--- src/rtl/fir_filter_folded_if.sv ---
// Sample/coefficient/output handshake bundle for fir_filter_folded; the DUT uses the slave view.
// FIR_SAT_EN adds the sat_flag output.
interface fir_filter_folded_if #(
  parameter int N_TAPS = 32,
  parameter int DATA_W = 16,
  parameter int COEF_W = 20,
  parameter int OUT_W  = 16
);
  localparam int AW = $clog2(N_TAPS);

  logic                     clear;
  logic                     data_valid;
  logic                     in_ready;
  logic signed [DATA_W-1:0] data;
  logic                     coef_we;
  logic [AW-1:0]            coef_addr;
  logic signed [COEF_W-1:0] coef_wdata;
  logic                     fir_valid;
  logic                     fir_ready;
  logic signed [OUT_W-1:0]  fir_d;
`ifdef FIR_SAT_EN
  logic                     sat_flag;

  modport master (output clear, data_valid, data, coef_we, coef_addr, coef_wdata, fir_ready,
                  input in_ready, fir_valid, fir_d, sat_flag);
  modport slave  (input clear, data_valid, data, coef_we, coef_addr, coef_wdata, fir_ready,
                  output in_ready, fir_valid, fir_d, sat_flag);
`else
  modport master (output clear, data_valid, data, coef_we, coef_addr, coef_wdata, fir_ready,
                  input in_ready, fir_valid, fir_d);
  modport slave  (input clear, data_valid, data, coef_we, coef_addr, coef_wdata, fir_ready,
                  output in_ready, fir_valid, fir_d);
`endif
endinterface

--- src/rtl/fir_filter_folded.sv ---
// Folded single-MAC FIR, one tap per cycle: output N_TAPS cycles after acceptance, one sample per N_TAPS+2 cycles.
// in_ready only in IDLE; OUT holds fir_d until fir_ready. FIR_SAT_EN selects clamping plus sat_flag.
module fir_filter_folded #(
  parameter int N_TAPS     = 32,
  parameter int DATA_W     = 16,
  parameter int COEF_W     = 20,
  parameter int OUT_W      = 16,
  parameter int FRAC_SHIFT = 16
) (
  input  logic               clk,
  input  logic               rst,
  fir_filter_folded_if.slave bus
);
  localparam int AW    = $clog2(N_TAPS);
  localparam int FW    = $clog2(N_TAPS + 1);
  localparam int PW    = DATA_W + COEF_W;
  localparam int ACC_W = PW + AW;
  localparam int RW    = ACC_W + 1;
  localparam logic signed [RW-1:0] HALF = RW'(1) <<< (FRAC_SHIFT - 1);

  typedef enum logic [1:0] {IDLE, MAC, OUT} state_t;

  state_t                   state, state_nxt;
  logic signed [DATA_W-1:0] hist [N_TAPS];
  logic signed [COEF_W-1:0] coef [N_TAPS];
  logic [AW-1:0]            wr_ptr, base, tap, rd_idx;
  logic [FW-1:0]            fill;
  logic signed [ACC_W-1:0]  acc, acc_sum;
  logic signed [PW-1:0]     hist_rd, coef_rd, prod;
  logic signed [RW-1:0]     biased, r_full;
  logic signed [OUT_W-1:0]  fir_d_q, out_nxt;
  logic                     accept, coef_wr, last_tap, warm;

  assign accept   = (state == IDLE) && bus.data_valid && !bus.clear;
  assign coef_wr  = (state == IDLE) && bus.coef_we && !bus.clear && (int'(bus.coef_addr) < N_TAPS);
  assign last_tap = (tap == AW'(N_TAPS - 1));
  assign warm     = (fill >= FW'(N_TAPS));

  // Newest sample sits at base; tap k reads x[n-k] walking backwards around the ring.
  assign rd_idx  = (tap > base) ? (base + AW'(N_TAPS) - tap) : (base - tap);
  assign hist_rd = PW'(hist[rd_idx]);
  assign coef_rd = PW'(coef[tap]);
  assign prod    = hist_rd * coef_rd;
  assign acc_sum = acc + {{AW{prod[PW-1]}}, prod};

`ifdef FIR_SAT_EN
  localparam logic signed [RW-1:0] SAT_MAX = {{(RW-OUT_W+1){1'b0}}, {(OUT_W-1){1'b1}}};
  localparam logic signed [RW-1:0] SAT_MIN = {{(RW-OUT_W+1){1'b1}}, {(OUT_W-1){1'b0}}};
  logic sat_nxt, sat_q;

  always_comb begin
    biased  = {acc_sum[ACC_W-1], acc_sum} + HALF;
    r_full  = biased >>> FRAC_SHIFT;
    out_nxt = r_full[OUT_W-1:0];
    sat_nxt = 1'b0;
    if (r_full > SAT_MAX) begin
      out_nxt = SAT_MAX[OUT_W-1:0];
      sat_nxt = 1'b1;
    end else if (r_full < SAT_MIN) begin
      out_nxt = SAT_MIN[OUT_W-1:0];
      sat_nxt = 1'b1;
    end
  end

  assign bus.sat_flag = sat_q && (state == OUT);
`else
  logic unused_r_hi;

  always_comb begin
    biased  = {acc_sum[ACC_W-1], acc_sum} + HALF;
    r_full  = biased >>> FRAC_SHIFT;
    out_nxt = r_full[OUT_W-1:0];
  end

  assign unused_r_hi = &{1'b0, r_full[RW-1:OUT_W]};
`endif

  always_comb begin
    state_nxt = state;
    unique case (state)
      IDLE:    if (bus.data_valid) state_nxt = MAC;
      MAC:     if (last_tap) state_nxt = warm ? OUT : IDLE;
      OUT:     if (bus.fir_ready) state_nxt = IDLE;
      default: state_nxt = IDLE;
    endcase
    if (bus.clear) state_nxt = IDLE;
  end

  assign bus.in_ready  = (state == IDLE) && !rst;
  assign bus.fir_valid = (state == OUT);
  assign bus.fir_d     = fir_d_q;

  always_ff @(posedge clk) begin
    if (rst) begin
      state   <= IDLE;
      wr_ptr  <= '0;
      base    <= '0;
      tap     <= '0;
      fill    <= '0;
      acc     <= '0;
      fir_d_q <= '0;
`ifdef FIR_SAT_EN
      sat_q   <= 1'b0;
`endif
      for (int i = 0; i < N_TAPS; i++) begin
        hist[i] <= '0;
        coef[i] <= '0;
      end
    end else begin
      state <= state_nxt;
      // Coefficient lands on the same edge as a sample, so that sample's MAC sees it.
      if (coef_wr) coef[bus.coef_addr] <= bus.coef_wdata;
      if (bus.clear) begin
        wr_ptr <= '0;
        fill   <= '0;
        for (int i = 0; i < N_TAPS; i++) hist[i] <= '0;
      end else if (accept) begin
        hist[wr_ptr] <= bus.data;
        base         <= wr_ptr;
        wr_ptr       <= (wr_ptr == AW'(N_TAPS - 1)) ? '0 : wr_ptr + 1'b1;
        if (!warm) fill <= fill + 1'b1;
        acc <= '0;
        tap <= '0;
      end else if (state == MAC) begin
        acc <= acc_sum;
        if (!last_tap) tap <= tap + 1'b1;
        if (last_tap && warm) begin
          fir_d_q <= out_nxt;
`ifdef FIR_SAT_EN
          sat_q   <= sat_nxt;
`endif
        end
      end
    end
  end
endmodule

--- src/flat_wrapper.sv ---
// flat-port wrapper written by rule: the top's interface ports become plain ports
module fir_filter_folded_flat 
#(
  parameter int N_TAPS     = 32,
  parameter int DATA_W     = 16,
  parameter int COEF_W     = 20,
  parameter int OUT_W      = 16,
  parameter int FRAC_SHIFT = 16
)
  (clk, rst, bus_clear, bus_data_valid, bus_data, bus_coef_we, bus_coef_addr, bus_coef_wdata, bus_fir_ready, bus_in_ready, bus_fir_valid, bus_fir_d);
  fir_filter_folded_if #(.N_TAPS(N_TAPS), .DATA_W(DATA_W), .COEF_W(COEF_W), .OUT_W(OUT_W)) bus_i ();
  input  logic clk;
  input  logic rst;
  input wire logic [$bits(bus_i.clear)-1:0] bus_clear;
  input wire logic [$bits(bus_i.data_valid)-1:0] bus_data_valid;
  input wire logic [$bits(bus_i.data)-1:0] bus_data;
  input wire logic [$bits(bus_i.coef_we)-1:0] bus_coef_we;
  input wire logic [$bits(bus_i.coef_addr)-1:0] bus_coef_addr;
  input wire logic [$bits(bus_i.coef_wdata)-1:0] bus_coef_wdata;
  input wire logic [$bits(bus_i.fir_ready)-1:0] bus_fir_ready;
  output wire logic [$bits(bus_i.in_ready)-1:0] bus_in_ready;
  output wire logic [$bits(bus_i.fir_valid)-1:0] bus_fir_valid;
  output wire logic [$bits(bus_i.fir_d)-1:0] bus_fir_d;
  assign bus_i.clear = bus_clear;
  assign bus_i.data_valid = bus_data_valid;
  assign bus_i.data = bus_data;
  assign bus_i.coef_we = bus_coef_we;
  assign bus_i.coef_addr = bus_coef_addr;
  assign bus_i.coef_wdata = bus_coef_wdata;
  assign bus_i.fir_ready = bus_fir_ready;
  assign bus_in_ready = bus_i.in_ready;
  assign bus_fir_valid = bus_i.fir_valid;
  assign bus_fir_d = bus_i.fir_d;
  fir_filter_folded #(.N_TAPS(N_TAPS), .DATA_W(DATA_W), .COEF_W(COEF_W), .OUT_W(OUT_W), .FRAC_SHIFT(FRAC_SHIFT)) u_core (.clk(clk), .rst(rst), .bus(bus_i));
endmodule
--- config.mk ---
export PLATFORM = sky130hd
export DESIGN_NAME = fir_filter_folded_flat
export DESIGN_NICKNAME = d
export VERILOG_FILES = /design/src/rtl/fir_filter_folded_if.sv /design/src/rtl/fir_filter_folded.sv /design/src/flat_wrapper.sv
export SDC_FILE = /design/constraint.sdc
export NUM_CORES = 2
export LEC_CHECK = 0
export BUFFER_PORTS_ARGS = -buffer_cell sky130_fd_sc_hd__buf_2
export CORE_MARGIN = 2
export CORE_UTILIZATION = 30
export DETAILED_ROUTE_END_ITERATION = 16
export GPL_ROUTABILITY_DRIVEN = 0
export PLACE_DENSITY = 0.41
export SLEW_MARGIN = 15
export SYNTH_ARGS = -nofsm -noshare
export SYNTH_HDL_FRONTEND = slang
export SYNTH_SLANG_ARGS = --single-unit
--- constraint.sdc ---
create_clock -name clk -period 32.9 [get_ports clk]
set_clock_uncertainty 0.1 [all_clocks]
set_input_delay 0 -clock clk [delete_from_list [all_inputs] [get_ports clk]]
set_output_delay 0 -clock clk [all_outputs]
set_load 0.1 [all_outputs]
== After elaboration in Yosys (flattened, before gate mapping) ==
Memory sizes are Yosys's and may differ from the RTL's. A register that Yosys moved wholly into a read port is not among the register bits.
Index checks and enable logic that the tools add are counted.
Widths: inputs -> output; s select.
Word-level totals
  RAM bits: 1152
  memories kept: 2
  word-level logic and storage cells: 142
  output and inout port bits: 18
  input port bits: 47
  bits in registers: 80
Cells by class
  reductions and logical operators: 19
  bitwise operators: 35
  mux-type cells: 63
  $lt $le $gt $ge: 1
  $add $sub $neg: 6
  multipliers: 1
  eq/ne operators: 8
Memory list
  u_core.coef: words 32, bits a word 20, read ports 1, clocked after Yosys merged registers in 1, write ports 32, RTL line fir_filter_folded.sv:25  | logic signed [COEF_W-1:0] coef [N_TAPS];
  u_core.hist: words 32, bits a word 16, read ports 1, clocked after Yosys merged registers in 0, write ports 32, RTL line fir_filter_folded.sv:24  | logic signed [DATA_W-1:0] hist [N_TAPS];
Operators with widths (number)
  $mux 16: 33
  $mux 41: 2
  $add 41x41->41: 1
  $mux 5: 8
  $mul 16x20->36: 1
  $add 32x17->32 const B: 1
  $or 1x1->1: 32
  $mux 20: 1
  $reduce_or 20->1: 1
  $reduce_or 16->1: 1
  $mux 1: 14
  $add 5x1->5 const B: 2
  $eq 5x5->1 const B: 2
  $mux 2: 4
  $add 6x1->6 const B: 1
  $ge 6x6->1 const B: 1
  $logic_and 1x1->1: 6
  $pmux 2 s3: 1
  $reduce_and 2->1: 3
  $reduce_and 3->1: 2
  $sub 5x5->5: 1
  $ne 2x1->1 const B: 2
  $ne 2x2->1 const B: 2
  $reduce_and 4->1: 1
  other kinds (7): 10

== Longest topological paths before layout ==
  depth in word-level cells: 9
  gate-level depth with buffers: 48
  gate-level depth less buffers: 44

== Worst setup path before layout ==
No wires, ideal clock.
  kind: register -> register
  start: register u_core.tap[0]
  end: register u_core.fir_d_q[15], in the netlist u_core.bus.fir_d[15]
  setup time: 0.095 ns
  arrival: 11.988 ns
  required time: 32.705 ns
  buffers on the path: 6
  stages on the path, launching flop included: 45
  slack: 20.716 ns
  clock period less this slack: 12.184 ns
  path through: dfxtp_1 -> ha_1 -> fa_1 -> buf_2 -> buf_2 -> buf_2 -> buf_1 -> clkbuf_1 -> mux4_2 -> mux4_2 -> mux2i_1 -> clkbuf_1 -> nor2_1 -> fa_1 -> inv_1 -> fa_1 -> fa_1 -> inv_1 -> [... 9 more ...] -> a21o_1 -> a21oi_1 -> o21ai_0 -> a21o_1 -> a21oi_1 -> xnor2_1 -> ha_1 -> a21o_1 -> a21o_1 -> a21oi_1 -> a21oi_1 -> a311o_1 -> mux2_2 -> o2111ai_1 -> or4b_1 -> or4_1 -> or4_1 -> o311ai_1
Between the ends
  longest elaborated chain between the ends: 5
  elaborated cells between the ends (all ways): 8
  those cells by class: add/sub: 3; mul: 1; eq/ne: 1; reduce/logical: 2; memory: 1
RTL lines
  start, declared: RTL line fir_filter_folded.sv:26  | logic [AW-1:0] wr_ptr, base, tap, rd_idx;
  start signal, assigned: RTL line fir_filter_folded.sv:126  | if (!last_tap) tap <= tap + 1'b1;
  $sub 5x5->5: RTL line fir_filter_folded.sv:40  | assign rd_idx = (tap > base) ? (base + AW'(N_TAPS) - tap) : (base - tap);
  $mem_v2 32x16
  $mul 16x20->36: RTL line fir_filter_folded.sv:43  | assign prod = hist_rd * coef_rd;
  $add 41x41->41: RTL line fir_filter_folded.sv:44  | assign acc_sum = acc + {{AW{prod[PW-1]}}, prod};
  $add 32x17->32: RTL line fir_filter_folded.sv:70  | biased = {acc_sum[ACC_W-1], acc_sum} + HALF;
  end signal, assigned: RTL line fir_filter_folded.sv:128  | fir_d_q <= out_nxt;
  end, declared: RTL line fir_filter_folded.sv:31  | logic signed [OUT_W-1:0] fir_d_q, out_nxt;
Several ways; a longest one is shown, not always the timed one.
A chain may end at the register's enable or synchronous reset.

==> results_dict.tcl <==
set metrics [dict create \
    antenna_found_initial 16 \
    critical_path_class "reg -> reg" \
    dieWidth_um 480 \
    fin_nets 5561 \
    reg2reg_setup_slack_ns 19.30 \
    yosys.area.top_type_share 0.510 \
    synth_edf_count 1152 \
    end_kind "register" \
    cts_tree "done" \
    drtIter0Drc 2843 \
    first_pass_iters 6 \
    dpl_worst_slack_ns 19.07 \
    period_minus_slack_ns 13.60 \
    hold_viol 0 \
    hold_start "bus_data_valid" \
    power.leakage_nw 29.6 \
    ys_seq_area_frac 0.532 \
    clk_latency_ns 0.79 \
    p_comb_frac 0.306 \
    power_mw 4.86 \
    synth_cell_types 83 \
    fmax_ghz 0.0736 \
    fp.dieH_um 480 \
    p_int_mw 3.23 \
    core_area_um2 225000 \
    final.setup.tns_ns 0 \
    avgSynthCellArea_um2 13.5 \
    fin_crit_sh 0.413 \
    stdcell_count 8205 \
    ys_ff_latch 1228 \
    synthesis.instances 5033 \
    clockPowerShare 0.327 \
    cp.arrival_ns 14.20 \
    syn_area_um2 67900 \
    drive_gt1_frac 0.173 \
    htreeDepth 4 \
    multi_input_area_um2 29200 \
    cts_sinks 1228 \
    swShare 0.335 \
    maxCapViolations 0 \
    dpl.cell_count 7883 \
    seqPwrFrac 0.368 \
    cp_data_required_time_ns 33.50 \
    grt_usage 0.176 \
    min_path_cells 5 \
    hold_path_class "in -> reg" \
    grt_pass1_wl_mm 296 \
    syn_nets 5500 \
    vdd_drop_max_mv 0.0563 \
    root_buffer "clkbuf_16" \
    port-buffer-count 64 \
    ys_warn_count 0 \
    slowest_stage "buf_4" \
    r2r_cells 39 \
    cts_resized 0 \
    cp_max_fo 37 \
    overflow 0 \
    power-per-cell-area_nw_per_um2 62.8 \
    hold_end "u_core.wr_ptr[4]" \
    placementRows 174 \
    cts_buffers 149 \
    drc 0 \
    switching_power_mw 1.62 \
    setup_viol 0 \
    max_stage_delay_ns 0.78 \
    hpwl_mm 132 \
    synth-async-reset-ratio 0 \
    via_count 38989 \
    synth_ff_type "edfxtp_1" \
    clk_pin_slew_ns 0.06 \
    crit_path_frequent_cell "a21o_1" \
    maxSlewHeadroom 0.210 \
    start_util 0.302 \
    post_cts.repair.setup_buffers 0 \
    outcome "completed" \
    r2r_end "u_core.bus.fir_d[15]" \
    ioPinCount 65 \
    viasPerCell 4.75 \
    synth.area.top_cells "edfxtp_1 (51%), mux4_2 (12%), and2_1 (11%)" \
    tightest_slew_ns 1.19 \
    n_fill_cell 21814 \
    synth_top_area_cell "edfxtp_1" \
    dieArea_um2 230000 \
    seqCellArea_um2 36100 \
    start_kind "register" \
    setup_ws_ns 19.30 \
    wire_per_inst_um 24.5 \
    detail-route-antenna-nets 0 \
    rsz0062_at_grt "false" \
    syn2layout_area_growth_pct 13.9 \
    maxSlewViolCount 0 \
    grt_max_degree 90 \
    postCtsHoldBufs 51 \
    clock_path_buffers 3 \
    totalWireLength_mm 201 \
    grt_pass1_vias 41030 \
]
## synth_stat cells (9+ instances only)
library cell,n
nand2b_1,42
a21o_1,24
buf_1,34
a211oi_1,17
nand3b_1,9
o21a_1,11
xor2_1,27
a21oi_1,83
xnor2_1,58
mux4_2,347
and3_1,15
inv_1,393
edfxtp_1,1152
nand3_1,46
a22oi_1,9
a31oi_1,13
buf_2,18
o21ai_0,86
ha_1,133
or2_2,23
dfxtp_1,76
fa_1,287
nand2_1,173
nor3_1,22
nor2b_1,11
and2_1,1154
nor2_1,315
clkbuf_1,311
mux2i_1,34
## through the flow
step | util | hold slack (ns) | instance area (um2)
6_report | 0.344 | 0.153 | 77300
2_1_floorplan | - | 0.0739 | 67900
5_1_grt | 0.344 | 0.216 | 77300
3_3_place_gp | 0.321 | 0.217 | 72100
3_5_place_dp | 0.321 | 0.219 | 72100
4_1_cts | 0.344 | 0.0870 | 77300
## worst max-delay path by stage
stage                        startpoint                    to  slack (ns)  cells past startpoint
after floorplan           u_core.tap[0]  u_core.bus.fir_d[15]       20.72                     44
after global placement         register  u_core.bus.fir_d[15]       19.19                     39
after detailed placement       register  u_core.bus.fir_d[15]       19.07                     39
after CTS                      register  u_core.bus.fir_d[15]       19.03                     39
after global routing           register  u_core.bus.fir_d[15]       18.41                     39
final                          register  u_core.bus.fir_d[15]       19.30                     39
## power groups by stage
stage	Sequential (mW)	Clock, mW	Combinational (mW)
detailed placement	1.82	0	1.49
CTS	1.79	1.63	1.50
global placement	1.82	0	1.49
floorplan	1.81	0	1.09
global route	1.79	1.69	1.68
finish	1.79	1.59	1.48
## cell families after synthesis
logic type	share of synthesized area
AOI/OAI and AO/OA	0.0269
buffers and inverters	0.0430
muxes	0.125
adders and majority gates	0.109
DFF	0.532
xor gates and xnor gates	0.0122
and+or+nand+nor	0.151
## area by class of cell
type,count,share of cell area
Antenna cell,6,0.000194
Clock buffer,186,0.0500
Clock inverter,78,0.0104
Inverter,399,0.0194
Multi-Input combinational cell,3040,0.378
Sequential cell,1228,0.467
Tap cell,2992,0.0484
Timing Repair Buffer,276,0.0269
## critical path: cells and delay by family, from the launching register on
family | cells | cell delay (ns)
fa+ha+maj | 8 | 3.51
compound gates | 15 | 2.85
buf+inv | 7 | 2.38
mux | 4 | 1.88
simple gates | 4 | 1.71
flops | 1 | 0.77
xor+xnor | 1 | 0.14
## sequential cells by signal, indices dropped and copies added (netlist names), named ones only
| register | flops |
|---|---|
| u_core.wr_ptr | 5 |
| u_core.fill | 6 |
| u_core.state | 2 |
| u_core.coef | 640 |
| u_core.base | 5 |
| u_core.acc | 32 |
| u_core.hist | 512 |
| u_core.tap | 5 |
| u_core.bus.fir_d | 16 |
## placed cells by master, fill, tap and decap left out, drive strengths merged, types with 12 or more instances in the layout
cell,Yosys,routed
edfxtp,1152,1152
xor2,27,27
buf,55,225
dfxtp,76,76
a21o,24,24
nand2b,42,42
and3,15,15
o21a,12,12
a211oi,17,17
inv,396,401
ha,133,133
and2,1154,1154
clkbuf,311,186
xnor2,59,59
o21ai,87,87
or2,23,23
mux4,355,355
clkinv,3,68
fa,287,287
nor2,315,315
nor3,23,23
mux2i,36,36
dlygate4sd3,0,51
nand3,46,46
a21oi,84,84
nand2,173,173
a31oi,15,15
## per-layer routing
metal	vias up	part of all wire	track usage
met4	0	0.020	0.0398
met1	20355	0.48	0.253
met2	758	0.46	0.276
li1	17655	-	-
met5	-	0	0
met3	221	0.045	0.0307
(Power assumes the default switching activity.)
